==> src/rtl/cache_port_arbiter_if.sv <==
`default_nettype none
// +--------------------------------------------------------------------------+
// | cache_port_arbiter_if : request/response bundle between two masters,     |
// |                         the arbiter and the cache CPU port               |
// | rev 1.0                                                                  |
// +--------------------------------------------------------------------------+
interface cache_port_arbiter_if #(
  parameter int ADDR_W = 20,
  parameter int DATA_W = 32
) ();
  logic              m0_valid;
  logic              m0_rw;
  logic [ADDR_W-1:0] m0_addr;
  logic [DATA_W-1:0] m0_wdata;
  logic              m0_stopped;
  logic              m0_rsp_valid;
  logic              m1_valid;
  logic              m1_rw;
  logic [ADDR_W-1:0] m1_addr;
  logic [DATA_W-1:0] m1_wdata;
  logic              m1_stopped;
  logic              m1_rsp_valid;
  logic [DATA_W-1:0] rsp_data;
  logic              cache_valid;
  logic              cache_rw;
  logic [ADDR_W-1:0] cache_addr;
  logic [DATA_W-1:0] cache_wdata;
  logic              cache_stopped;
  logic              cache_ready;
  logic [DATA_W-1:0] cache_rdata;
  logic              err_unexpected_rsp;

  // Arbiter side.
  modport slave (
    input  m0_valid, m0_rw, m0_addr, m0_wdata,
    input  m1_valid, m1_rw, m1_addr, m1_wdata,
    input  cache_stopped, cache_ready, cache_rdata,
    output m0_stopped, m0_rsp_valid, m1_stopped, m1_rsp_valid, rsp_data,
    output cache_valid, cache_rw, cache_addr, cache_wdata, err_unexpected_rsp
  );

  // Environment side: requesting masters plus the cache.
  modport master (
    output m0_valid, m0_rw, m0_addr, m0_wdata,
    output m1_valid, m1_rw, m1_addr, m1_wdata,
    output cache_stopped, cache_ready, cache_rdata,
    input  m0_stopped, m0_rsp_valid, m1_stopped, m1_rsp_valid, rsp_data,
    input  cache_valid, cache_rw, cache_addr, cache_wdata, err_unexpected_rsp
  );
endinterface
`default_nettype wire

==> src/rtl/cache_port_arbiter.sv <==
`default_nettype none
// +--------------------------------------------------------------------------+
// | cache_port_arbiter : round-robin two-master arbiter for the cache CPU    |
// |                      port, with in-order read-response routing FIFO      |
// | rev 1.0                                                                  |
// +--------------------------------------------------------------------------+
module cache_port_arbiter #(
  parameter int ADDR_W = 20,
  parameter int DATA_W = 32,
  parameter int DEPTH  = 4
) (
  input  wire logic           clk,
  input  wire logic           rst,
  cache_port_arbiter_if.slave bus
);
  localparam int PTR_W = $clog2(DEPTH);
  localparam int CNT_W = $clog2(DEPTH + 1);
  localparam logic [CNT_W-1:0] FULL_CNT = CNT_W'(DEPTH);

  typedef enum logic [0:0] {
    ST_OPEN   = 1'b0,
    ST_LOCKED = 1'b1
  } lock_state_e;

  lock_state_e       lock_state_q, lock_state_d;
  logic              lock_id_q, lock_id_d;
  logic              rr_q, rr_d;
  logic              err_q, err_d;
  logic [DEPTH-1:0]  fifo_q, fifo_d;
  logic [PTR_W-1:0]  rd_ptr_q, rd_ptr_d;
  logic [PTR_W-1:0]  wr_ptr_q, wr_ptr_d;
  logic [CNT_W-1:0]  count_q, count_d;

  logic              has_room;
  logic              elig0, elig1;
  logic              req_any;
  logic              sel;
  logic              accept;
  logic              push, pop;
  logic              head;
  logic              sel_rw;
  logic [ADDR_W-1:0] sel_addr;
  logic [DATA_W-1:0] sel_wdata;

  // Selection: a stalled request keeps the port until the cache takes it.
  always_comb begin
    has_room = (count_q != FULL_CNT);
    elig0    = bus.m0_valid && (bus.m0_rw || has_room);
    elig1    = bus.m1_valid && (bus.m1_rw || has_room);
    sel      = 1'b0;
    req_any  = 1'b0;
    if (lock_state_q == ST_LOCKED) begin
      sel     = lock_id_q;
      req_any = 1'b1;
    end else if (elig0 && elig1) begin
      sel     = rr_q;
      req_any = 1'b1;
    end else if (elig1) begin
      sel     = 1'b1;
      req_any = 1'b1;
    end else if (elig0) begin
      sel     = 1'b0;
      req_any = 1'b1;
    end
    sel_rw    = sel ? bus.m1_rw    : bus.m0_rw;
    sel_addr  = sel ? bus.m1_addr  : bus.m0_addr;
    sel_wdata = sel ? bus.m1_wdata : bus.m0_wdata;
    accept    = !rst && req_any && !bus.cache_stopped;
    push      = accept && !sel_rw;
    pop       = bus.cache_ready && (count_q != '0);
    head      = fifo_q[rd_ptr_q];
  end

  assign bus.cache_valid        = !rst && req_any;
  assign bus.cache_rw           = sel_rw;
  assign bus.cache_addr         = sel_addr;
  assign bus.cache_wdata        = sel_wdata;
  assign bus.m0_stopped         = !rst && bus.m0_valid && !(accept && !sel);
  assign bus.m1_stopped         = !rst && bus.m1_valid && !(accept && sel);
  assign bus.m0_rsp_valid       = pop && !head;
  assign bus.m1_rsp_valid       = pop && head;
  assign bus.rsp_data           = bus.cache_rdata;
  assign bus.err_unexpected_rsp = err_q;

  always_comb begin
    lock_state_d = lock_state_q;
    lock_id_d    = lock_id_q;
    rr_d         = rr_q;
    fifo_d       = fifo_q;
    rd_ptr_d     = rd_ptr_q;
    wr_ptr_d     = wr_ptr_q;
    count_d      = count_q;
    err_d        = err_q || (bus.cache_ready && (count_q == '0));

    if (accept) begin
      rr_d         = ~sel;
      lock_state_d = ST_OPEN;
    end else if (req_any && bus.cache_stopped) begin
      lock_state_d = ST_LOCKED;
      lock_id_d    = sel;
    end

    if (push) begin
      fifo_d[wr_ptr_q] = sel;
      wr_ptr_d         = wr_ptr_q + PTR_W'(1);
    end
    if (pop) begin
      rd_ptr_d = rd_ptr_q + PTR_W'(1);
    end
    if (push && !pop) begin
      count_d = count_q + CNT_W'(1);
    end else if (pop && !push) begin
      count_d = count_q - CNT_W'(1);
    end
  end

  always_ff @(posedge clk) begin
    if (rst) begin
      lock_state_q <= ST_OPEN;
      lock_id_q    <= 1'b0;
      rr_q         <= 1'b0;
      err_q        <= 1'b0;
      fifo_q       <= '0;
      rd_ptr_q     <= '0;
      wr_ptr_q     <= '0;
      count_q      <= '0;
    end else begin
      lock_state_q <= lock_state_d;
      lock_id_q    <= lock_id_d;
      rr_q         <= rr_d;
      err_q        <= err_d;
      fifo_q       <= fifo_d;
      rd_ptr_q     <= rd_ptr_d;
      wr_ptr_q     <= wr_ptr_d;
      count_q      <= count_d;
    end
  end
endmodule
`default_nettype wire

==> src/flat_wrapper.sv <==
// flat-port wrapper written by rule: the top's interface ports become plain ports
module cache_port_arbiter_flat 
#(
  parameter int ADDR_W = 20,
  parameter int DATA_W = 32,
  parameter int DEPTH  = 4
)
  (clk, rst, bus_m0_valid, bus_m0_rw, bus_m0_addr, bus_m0_wdata, bus_m1_valid, bus_m1_rw, bus_m1_addr, bus_m1_wdata, bus_cache_stopped, bus_cache_ready, bus_cache_rdata, bus_m0_stopped, bus_m0_rsp_valid, bus_m1_stopped, bus_m1_rsp_valid, bus_rsp_data, bus_cache_valid, bus_cache_rw, bus_cache_addr, bus_cache_wdata, bus_err_unexpected_rsp);
  cache_port_arbiter_if #(.ADDR_W(ADDR_W), .DATA_W(DATA_W)) bus_i ();
  input  wire logic clk;
  input  wire logic rst;
  input wire logic [$bits(bus_i.m0_valid)-1:0] bus_m0_valid;
  input wire logic [$bits(bus_i.m0_rw)-1:0] bus_m0_rw;
  input wire logic [$bits(bus_i.m0_addr)-1:0] bus_m0_addr;
  input wire logic [$bits(bus_i.m0_wdata)-1:0] bus_m0_wdata;
  input wire logic [$bits(bus_i.m1_valid)-1:0] bus_m1_valid;
  input wire logic [$bits(bus_i.m1_rw)-1:0] bus_m1_rw;
  input wire logic [$bits(bus_i.m1_addr)-1:0] bus_m1_addr;
  input wire logic [$bits(bus_i.m1_wdata)-1:0] bus_m1_wdata;
  input wire logic [$bits(bus_i.cache_stopped)-1:0] bus_cache_stopped;
  input wire logic [$bits(bus_i.cache_ready)-1:0] bus_cache_ready;
  input wire logic [$bits(bus_i.cache_rdata)-1:0] bus_cache_rdata;
  output wire logic [$bits(bus_i.m0_stopped)-1:0] bus_m0_stopped;
  output wire logic [$bits(bus_i.m0_rsp_valid)-1:0] bus_m0_rsp_valid;
  output wire logic [$bits(bus_i.m1_stopped)-1:0] bus_m1_stopped;
  output wire logic [$bits(bus_i.m1_rsp_valid)-1:0] bus_m1_rsp_valid;
  output wire logic [$bits(bus_i.rsp_data)-1:0] bus_rsp_data;
  output wire logic [$bits(bus_i.cache_valid)-1:0] bus_cache_valid;
  output wire logic [$bits(bus_i.cache_rw)-1:0] bus_cache_rw;
  output wire logic [$bits(bus_i.cache_addr)-1:0] bus_cache_addr;
  output wire logic [$bits(bus_i.cache_wdata)-1:0] bus_cache_wdata;
  output wire logic [$bits(bus_i.err_unexpected_rsp)-1:0] bus_err_unexpected_rsp;
  assign bus_i.m0_valid = bus_m0_valid;
  assign bus_i.m0_rw = bus_m0_rw;
  assign bus_i.m0_addr = bus_m0_addr;
  assign bus_i.m0_wdata = bus_m0_wdata;
  assign bus_i.m1_valid = bus_m1_valid;
  assign bus_i.m1_rw = bus_m1_rw;
  assign bus_i.m1_addr = bus_m1_addr;
  assign bus_i.m1_wdata = bus_m1_wdata;
  assign bus_i.cache_stopped = bus_cache_stopped;
  assign bus_i.cache_ready = bus_cache_ready;
  assign bus_i.cache_rdata = bus_cache_rdata;
  assign bus_m0_stopped = bus_i.m0_stopped;
  assign bus_m0_rsp_valid = bus_i.m0_rsp_valid;
  assign bus_m1_stopped = bus_i.m1_stopped;
  assign bus_m1_rsp_valid = bus_i.m1_rsp_valid;
  assign bus_rsp_data = bus_i.rsp_data;
  assign bus_cache_valid = bus_i.cache_valid;
  assign bus_cache_rw = bus_i.cache_rw;
  assign bus_cache_addr = bus_i.cache_addr;
  assign bus_cache_wdata = bus_i.cache_wdata;
  assign bus_err_unexpected_rsp = bus_i.err_unexpected_rsp;
  cache_port_arbiter #(.ADDR_W(ADDR_W), .DATA_W(DATA_W), .DEPTH(DEPTH)) u_core (.clk(clk), .rst(rst), .bus(bus_i));
endmodule
==> config.mk <==
export PLATFORM = sky130hd
export DESIGN_NAME = cache_port_arbiter_flat
export DESIGN_NICKNAME = d
export VERILOG_FILES = /design/src/rtl/cache_port_arbiter_if.sv /design/src/rtl/cache_port_arbiter.sv /design/src/flat_wrapper.sv
export SDC_FILE = /design/constraint.sdc
export NUM_CORES = 1
export LEC_CHECK = 0
export ABC_AREA = 0
export BUFFER_PORTS_ARGS = -buffer_cell sky130_fd_sc_hd__buf_2
export CORE_ASPECT_RATIO = 2
export CORE_MARGIN = 8
export CORE_UTILIZATION = 28
export DETAILED_ROUTE_END_ITERATION = 8
export PLACE_DENSITY = 0.77
export SLEW_MARGIN = 20
export SYNTH_ARGS = -nofsm -noshare
export SYNTH_HDL_FRONTEND = slang
export SYNTH_SLANG_ARGS = --single-unit
==> constraint.sdc <==
create_clock -name clk -period 2.65 [get_ports clk]
set_clock_uncertainty 0.1 [all_clocks]
set_input_delay 0.265 -clock clk [delete_from_list [all_inputs] [get_ports clk]]
set_output_delay 0.265 -clock clk [all_outputs]
set_load 0.1 [all_outputs]
==> metrics.txt, run 1 <==
Slew Limit Headroom=67.49%; number of global-route vias before repair=approximately 2,500; Synth area leader=mux2_2; Setup-failing EPs final=about 50; antenna cells=0; Ys Warns=0; crit-path cells=or4b_4 -> o211ai_1 -> o21a_2 -> buf_6 -> buf_12 -> buf_12 -> mux2_4 -> buf_12; synthesis-stage register bit count=15; total length of routed wires=9.397 mm; Power Density=roughly 840 nW/µm²; final hold violation count=0; Clock Tree Buf Depth=2; core area=6006 µm²; min Tclk post-route=roughly 2.8 ns; DP HPWL=between 6 and 7 mm; Crit Path Category=register to primary output; CTS Sinks=15; outcome=complete, but fails checks; GRT Residual Overflow=0; Ports=~240; Internal=approximately 1.4 mW; placed insts=approximately 390; Place WS=0.0004017 ns; layout overhead on the synthesized area=105.7%; routed vias=~2,000; critical path endpoint category=primary output; sequential power share=a little under an eighth; Core Rows=40; H-tree depth=1; First DRT Iteration DRCs=between 100 and 150; unrepaired setup endpoints after global routing=true; CTS Root Cell=clkbuf_16; Sw Pwr=~1.6 mW; share of layout cells above drive strength 1=about four fifths; register area share after synthesis=around 17%; ys flop type=dfxtp_1; GR Util met1=around 15%; final cell count without fillers=399; antenna viol nets, final=0; Min-Delay Path Class=primary input to register; Arr. time, crit path=2.40 ns; gr usage total=19.11%; leakage dissipation=1.808 nW; Max FO, Critical Path=7; largest net degree at the start of global routing=19; Worst path max stage delay=~0.53 ns; global-route wire length before repair=between 10 and 15 mm; CP startpoint kind=register; Net Sw Frac=53.74%; number of flops mapped to enable cells by yosys=0; die footprint=about 9000 µm²; routed length per placed instance=between 20 and 25 µm; Gate power share=about four fifths; Clock Pin Slew Worst Setup and Hold Paths=0.05 ns; Initial Utilization=28.79%; clk_lat worst skew=0.24 ns; clock share of power=~9.7%; top-area cell type share of the netlist area=between 30% and 40%; met3 usage=just over 10%; worst setup margin=-0.1118 ns; most common cell after layout, fill and taps aside=buf_2; Critical Path RT=2.29 ns; worst vdd ir=roughly 470 µV; final critical-path share of the clock period=104.2%; failing checks=setup timing; Yosys cell types=40; CP max stage cell=or4b_4; Max-Cap Viols=0; most frequent cells in the layout=115 x buf_2, 42 x buf_12, 35 x mux2_4; Synth area leaders=mux2_2 34%, dfxtp_1 17%, buf_4 15%, ha_1 3.6%, a311oi_1 2.0%; TritonCTS clock tree=built; Die W=71.57 µm; number of remaining DRC errors=0; drt first pass iters=4; Final nets=just under 500; achievable frequency=approximately 360 MHz; Max Slew Vio Count=0; Post-Syn Nets=330; synthesized instance count=180; crit-path most repeated cell=buf_12; Die H=around 130 µm; worst-margin pin slew=slightly below 0.5 ns; cts bufs inserted=3; IO Port Bufs=170; Syn Area/Cell=9.606 µm²; ys async rst share=0%; GPL Wtd Cong=0.8631; Vias per Instance=5.070; Final TNS setup=-2.679 ns; initial antenna violation count=0; Cell Area, Synth=around 1700 µm²; GR Util met2=between 30% and 40%; most used routing layer=met2
[per-stage QoR]
stage | hold WS [ns] | utilization (%) | cell area (µm²) | power, mW
3_5_place_dp | 0.3598 | 42.19 | 2534 | 2.133
2_1_floorplan | 0.2867 | - | 1744 | 2.001
6_report | 0.1813 | 59.23 | 3557 | 2.998
4_1_cts | 0.1910 | 58.25 | 3498 | 2.942
5_1_grt | 0.1970 | 59.23 | 3557 | 3.090
3_3_place_gp | 0.3508 | 42.19 | 2534 | 2.111
[what timing repair did]
item / in CTS / in global routing
hold buffers: 0 / 0
resized for setup: 207 / 20
pin swaps: 4 / 6
buffers inserted: 7 / 2
cloned: 2 / 0
setup endpoints to repair: 52 / 55
hold endpoints to repair: 0 / 0
[critical path: cells and delay by family (launching register included)]
family / cells / cell delay, ns
buffers and inverters: 4 / 0.54
and+or+nand+nor: 1 / 0.53
AOI/OAI and AO/OA: 2 / 0.37
DFF: 1 / 0.36
muxes: 1 / 0.33
[flip-flops by register name (all words and copies together) (netlist names)]
| name | count |
|---|---|
| u_core.rd_ptr_q | 2 |
| u_core.count_q | 3 |
| u_core.fifo_q | 4 |
| u_core.wr_ptr_q | 2 |
| u_core.lock_id_q | 1 |
| u_core.lock_state_q | 1 |
| u_core.bus.err_unexpected_rsp | 1 |
| u_core.rr_q | 1 |
[final timing paths]
check | from | end | slack (ns) | cells after the start
max | u_core.count_q[1]$_SDFFE_PP0P_ | bus_cache_wdata[8] | -0.11 | 8
min | bus_cache_ready | u_core.bus.err_unexpected_rsp$_SDFF_PP0_ | 0.18 | 3
max reg2reg | u_core.count_q[1]$_SDFFE_PP0P_ | u_core.count_q[2]$_SDFFE_PP0P_ | -0.04 | 11
min reg2reg | u_core.rr_q$_SDFFE_PP0P_ | u_core.rr_q$_SDFFE_PP0P_ | 0.37 | 2
[layout make-up]
type / instances / area, µm²
Clock buffer: 3 / 75.07
Clock inverter: 1 / 5.005
Fill cell: 450 / 2449
Inverter: 6 / 22.52
Multi-Input combinational cell: 117 / 1287
Sequential cell: 15 / 306.5
Tap cell: 63 / 78.83
Timing Repair Buffer: 194 / 1782
[cell families (layout without fill, tap and decap cells)]
logic type	Yosys count	count (layout)	share of synthesized area, %
DFF	15	15	17.37
and+or+nand+nor	31	31	10.20
buffers and inverters	48	204	18.74
adders and majority gates	6	6	4.776
muxes	55	55	36.32
xor gates and xnor gates	4	4	2.026
AOI/OAI and AO/OA	21	21	10.56
[synth_stat cells, types with 2 or more instances]
library cell / number
nand2_1: 6
xor2_1: 2
a41oi_1: 4
o21ai_0: 2
o21a_1: 2
dfxtp_1: 15
clkbuf_1: 2
nor2_1: 9
xnor2_1: 2
mux2_2: 52
buf_4: 35
nand2b_1: 3
ha_1: 5
mux2i_1: 2
buf_2: 4
a311oi_1: 4
inv_1: 6
a21oi_1: 3
[per-layer routing]
metal | vias up | share of wire (%)
li1 | 928 | -
met1 | 944 | 29
met2 | 119 | 55
met3 | 32 | 12
met4 | 0 | 3.7
met5 | - | 0
[power by group through the flow]
stage,clock [mW],combinational [mW],sequential [mW]
2_1_floorplan,0,1.64,0.361
3_5_place_dp,0,1.81,0.324
6_report,0.292,2.37,0.338
3_3_place_gp,0,1.79,0.322
4_1_cts,0.295,2.32,0.330
5_1_grt,0.309,2.44,0.343
(Power assumes the default switching activity.)
==> run 2, diff against run 1 <==
Settings changed: ABC_AREA 0 to 1, CORE_UTILIZATION 28 to 30, CTS_BUF_LIST set to sky130_fd_sc_hd__clkbuf_4 sky130_fd_sc_hd__clkbuf_8, PLACE_DENSITY 0.77 to 0.8.
==> metrics.txt, run 2 <==
final cell count without fillers=about 530; total length of routed wires=about 7.3 mm; die footprint=approximately 8900 µm²; Syn Area/Cell=5.454 µm²; Max-Cap Viols=0; Synth area leader=nand2_1; unrepaired setup endpoints after global routing=false; Power Density=between 900 and 1000 nW/µm²; Arr. time, crit path=~2.1 ns; GPL Wtd Cong=between 0.8 and 0.9; Ys Warns=0; Final Cell Area=~3300 µm²; Final TNS setup=0 ns; final critical-path share of the clock period=91.48%; Post-Syn Nets=roughly 480; leakage dissipation=1.887 nW; fin util=a little under three fifths; synthesis-stage register bit count=15; Clock Tree Buf Depth=2; clk_lat worst skew=~0.25 ns; Final nets=between 600 and 700; drt first pass iters=4; most frequent cells in the layout=175 x nand2_1, 116 x buf_2, 55 x buf_12; crit-path cells=nor2_4 -> nand3_1 -> nand2_1 -> nor2_1 -> nand2_2 -> nand2_4 -> buf_6 -> inv_4 -> buf_12 -> nor2_1 -> nor2_2 -> buf_12; CP startpoint kind=register; Synth area leaders=nand2_1 37%, dfxtp_1 17%, buf_4 13%, inv_1 5.4%, nor2_1 3.8%; cts bufs inserted=3; initial antenna violation count=0; min Tclk post-route=between 2 and 2.5 ns; CP max stage cell=dfxtp_2; share of layout cells above drive strength 1=a little over two fifths; Gate power share=a little over four fifths; register area share after synthesis=between 10% and 20%; layout overhead on the synthesized area=86.12%; IO Port Bufs=170; number of flops mapped to enable cells by yosys=0; Min-Delay Path Class=primary input to register; count leader, synth=nand2_1; ys async rst share=0%; CTS Root Cell=clkbuf_8; Initial Utilization=30.38%; Slew Limit Headroom=around 67%; Vias per Instance=between 4 and 5; core area=just under 6000 µm²; Clock Pin Slew Worst Setup and Hold Paths=roughly 0.060 ns; biggest regs=u_core.fifo_q (4), u_core.count_q (3); ys flop type=dfxtp_1; Setup-failing EPs final=0; antenna cells=0; routed vias=around 2,400; Worst path max stage delay=roughly 0.38 ns; largest net degree at the start of global routing=28; Cell Area, Synth=1794 µm²; Core Rows=40; top-area cell type share of the netlist area=36.61%; worst vdd ir=around 500 µV; H-tree depth=1; Max FO, Critical Path=27; Placement Cell Area=3272 µm²; GRT Residual Overflow=0; Sw Pwr=1.884 mW; Internal=1.184 mW; Crit Path Category=register to primary output; Max Slew Vio Count=0; Critical Path RT=roughly 2.3 ns; routed length per placed instance=roughly 14 µm; critical path endpoint category=primary output; First DRT Iteration DRCs=~120; final hold violation count=0; worst-margin pin slew=about 0.5 ns; clock share of power=between 6 and 7%; number of remaining DRC errors=0; synthesized instance count=329; DP HPWL=between 6 and 7 mm; FILL cells=approximately 530; number of global-route vias before repair=approximately 2,400; global-route wire length before repair=around 12 mm; Post CTS Setup Buffer Count=0; CTS Sinks=15; outcome=finished clean; Yosys cell types=24; most common cell after layout, fill and taps aside=nand2_1; sequential power share=approximately a tenth; antenna viol nets, final=0; Largest register FFs=4; Net Sw Frac=roughly 60%; Reg with most FFs=u_core.fifo_q; gr usage total=around 16%; Ports=235; Die H=125.4 µm; top cells by count, synth=175 x nand2_1, 32 x buf_4, 26 x inv_1, 18 x nor2_1, 15 x dfxtp_1; Die W=a little over 70 µm; TritonCTS clock tree=built; achievable frequency=about 410 MHz; placed insts=523
run 2: path summary, 6_finish.rpt:
kind / start / endpoint / slack, ns / depth (start not counted)
worst min-delay path: rst / u_core.bus.err_unexpected_rsp$_SDFF_PP0_ / 0.15 / 2
worst min register to register: u_core.bus.err_unexpected_rsp$_SDFF_PP0_ / u_core.bus.err_unexpected_rsp$_SDFF_PP0_ / 0.35 / 2
worst max register to register: u_core.count_q[0]$_SDFFE_PP0P_ / u_core.count_q[2]$_SDFFE_PP0P_ / 0.23 / 16
worst max-delay path: u_core.count_q[0]$_SDFFE_PP0P_ / bus_m1_stopped / 0.23 / 12
run 2: what timing repair did:
item	CTS	global route
gates cloned	0	0
hold buffers	0	0
gates resized for setup	1	9
pin swaps	0	1
setup endpoints to repair	4	45
run 2: stage by stage:
step	hold slack [ns]	total power [mW]	setup slack, ns
3_5_place_dp	0.3389	2.868	0.1725
4_1_cts	0.1471	3.064	0.02515
5_1_grt	0.1450	3.210	0.002015
6_report	0.1480	3.069	0.2259
2_1_floorplan	0.2341	2.194	0.3180
3_3_place_gp	0.3374	2.847	0.2370
run 2: area by class of cell:
type                    count  area, µm²  area share, %
flip-flops and latches     15      302.8          9.067
repair buffers            176       1727          51.70
clock buffers               3      41.29          1.236
clock inverters             1      5.005         0.1499
multi-input cells         240       1074          32.15
inverters                  29      111.4          3.335
well taps                  63      78.83          2.360
run 2: worst max-delay path: cells and delay by family, from the launching register on:
| kind | cells | cell delay [ns] |
|---|---|---|
| AND/OR/NAND/NOR | 8 | 0.75 |
| buffers and inverters | 4 | 0.67 |
| flip-flops | 1 | 0.38 |
run 2: logic make-up (layout without fill, tap and decap cells):
kind of cell             Yosys count  in the layout  synth area share (%)
AO/OA/AOI/OAI                     18             18                 5.648
XOR/XNOR                           1              1                0.4882
AND/OR/NAND/NOR                  215            215                 48.26
buffers and inverters             74            209                 24.27
flip-flops                        15             15                 16.74
adder cells (fa/ha/maj)            6              6                 4.603
run 2: layer usage:
metal	GRT usage (%)	vias up	share of wire, %
li1	-	1227	-
met1	16.52	982	39
met2	26.99	181	46
met3	9.207	7	14
met4	2.967	0	1.1
met5	0	-	0
run 2: power groups by stage:
stage	clock network, mW	registers [mW]	logic [mW]
floorplan	0	0.342	1.85
global placement	0	0.307	2.54
detailed placement	0	0.310	2.56
CTS	0.194	0.305	2.56
global route	0.205	0.318	2.69
finish	0.189	0.312	2.57
==> run 3, diff against run 2 <==
Settings changed: CTS_BUF_LIST sky130_fd_sc_hd__clkbuf_4 sky130_fd_sc_hd__clkbuf_8 to sky130_fd_sc_hd__clkbuf_8, PLACE_DENSITY 0.8 to 0.81.
==> metrics.txt, run 3 (same netlist as run 2, synthesis figures left out) <==
outcome=finished clean; largest net degree at the start of global routing=37; layout overhead on the synthesized area=86.61%; die footprint=~9000 µm²; Arr. time, crit path=between 2 and 2.5 ns; Final Cell Area=between 3000 and 4000 µm²; Initial Utilization=a little under a third; cts bufs inserted=3; Largest register FFs=4; CP startpoint kind=register; routed vias=around 2,500; Placement Cell Area=between 3000 and 4000 µm²; Critical Path RT=~2.3 ns; DP HPWL=7.018 mm; CTS hold repair buffers=0; family with the most delay on the worst path=simple AND/OR/NAND/NOR gates; worst vdd ir=419.9 µV; GPL Wtd Cong=0.8304; clk_lat worst skew=0.26 ns; Power Density=919.2 nW/µm²; CTS Root Cell=clkbuf_8; antenna viol nets, final=0; worst-margin pin slew=roughly 0.51 ns; Worst path max stage delay=0.35 ns; CTS Sinks=15; Clock Tree Buf Depth=2; most frequent cells in the layout=175 x nand2_1, 116 x buf_2, 54 x buf_12; gr usage total=between 15 and 20%; Reg with most FFs=u_core.fifo_q; global-route wire length before repair=~13 mm; RR Endpoint=u_core.count_q[2]$_SDFFE_PP0P_; total length of routed wires=8.136 mm; IO Port Bufs=170; Vias per Instance=4.751; share of layout cells above drive strength 1=a little over two fifths; crit-path cells=nor2_4 -> nand3_1 -> nand2_1 -> nor2_1 -> nand2_2 -> nand2_4 -> buf_6 -> inv_2 -> buf_6 -> nor2_1 -> nor2_2 -> buf_12; GRT Residual Overflow=0; achievable frequency=about 400 MHz; r2r setup slk=about 0.23 ns; sequential power share=about a tenth; R2R Path Start=u_core.count_q[0]$_SDFFE_PP0P_; Setup-failing EPs final=0; core area=5906 µm²; Hold Path Sink=u_core.rr_q$_SDFFE_PP0P_; Max FO, Critical Path=36; Sw Pwr=between 1.5 and 2 mW; critical path endpoint category=primary output; R2R depth=16; final hold violation count=0; Ports=between 200 and 250; total power=about 3.1 mW; Final nets=about 600; Hold Path Depth=2; Internal=roughly 1.2 mW; routed length per placed instance=roughly 15 µm; Max Slew Vio Count=0; Die W=around 70 µm; Max-Cap Viols=0; number of remaining DRC errors=0; Crit Path Category=register to primary output; Net Sw Frac=about three fifths; biggest regs=u_core.fifo_q (4), u_core.count_q (3); leakage dissipation=1.898 nW; unrepaired setup endpoints after global routing=false; crit path buf inv count=4; Core Rows=40; Die H=125.4 µm; initial antenna violation count=1; Final TNS setup=0 ns; H-tree depth=1; CP max stage cell=dfxtp_2; Slew Limit Headroom=66.52%; final critical-path share of the clock period=94.39%; TritonCTS clock tree=built; min Tclk post-route=2.501 ns; Gate power share=83.6%; Min-Delay Path Class=primary input to register; drt first pass iters=4; worst hold start=rst; First DRT Iteration DRCs=93; clock share of power=under 10%; number of global-route vias before repair=around 2,600; Clock Pin Slew Worst Setup and Hold Paths=approximately 0.060 ns; most common cell after layout, fill and taps aside=nand2_1
run 3: changes by cell type in the layout (fill, tap and decap cells not counted), sizes merged:
cell,before,now
buf,176,179
clkinv,1,0
diode,0,1
inv,29,30
run 3: layout make-up:
cell class              count  area, µm²
flip-flops and latches     15      302.8
repair buffers            179       1740
clock buffers               3      41.29
clock inverters             1      3.754
multi-input cells         240       1070
fillers                   527       2557
diodes                      1      2.502
well taps                  63      78.83
inverters                  29      108.9
run 3: power by group through the flow:
stage | Sequential [mW] | Combinational, mW | Clock [mW]
after global routing | 0.321 | 2.69 | 0.196
after detailed placement | 0.311 | 2.55 | 0
final | 0.313 | 2.57 | 0.191
after global placement | 0.307 | 2.53 | 0
after floorplan | 0.342 | 1.85 | 0
after CTS | 0.306 | 2.56 | 0.192
run 3: worst max-delay path by stage:
stage | to | from | cells after the start
3_3_place_gp | u_core.count_q[2]$_SDFFE_PP0P_ | u_core.count_q[0]$_SDFFE_PP0P_ | 16
3_5_place_dp | u_core.count_q[2]$_SDFFE_PP0P_ | u_core.count_q[0]$_SDFFE_PP0P_ | 16
4_1_cts | bus_cache_addr[10] | u_core.count_q[0]$_SDFFE_PP0P_ | 10
5_1_grt | bus_m1_stopped | u_core.count_q[0]$_SDFFE_PP0P_ | 12
6_report | bus_m1_stopped | u_core.count_q[0]$_SDFFE_PP0P_ | 12
2_1_floorplan | u_core.count_q[2]$_SDFFE_PP0P_ | u_core.count_q[0]$_SDFFE_PP0P_ | 17
run 3: metal layers:
layer	up-vias	GRT usage [%]	part of all wire, %
met5	-	0	0.16
met3	9	11.85	18
met1	1065	17.74	37
li1	1233	-	-
met4	2	3.337	1.3
met2	214	28.42	43
run 3: metrics by stage:
step	std cells	worst slack [ns]	utilization [%]	hold slack [ns]
2_1_floorplan	329	0.3180	-	0.2341
3_3_place_gp	523	0.2146	55.19	0.3557
3_5_place_dp	523	0.1231	55.19	0.3737
4_1_cts	527	0.03448	56.02	0.1431
5_1_grt	530	0.003863	56.65	0.1552
6_report	531	0.1486	56.69	0.1448
run 3: timing repair:
action,CTS,global route
gates resized for setup,1,6
setup endpoints to repair,1,54
endpoints found under the hold margin,0,0
pin swaps,0,1
setup buffers,0,3
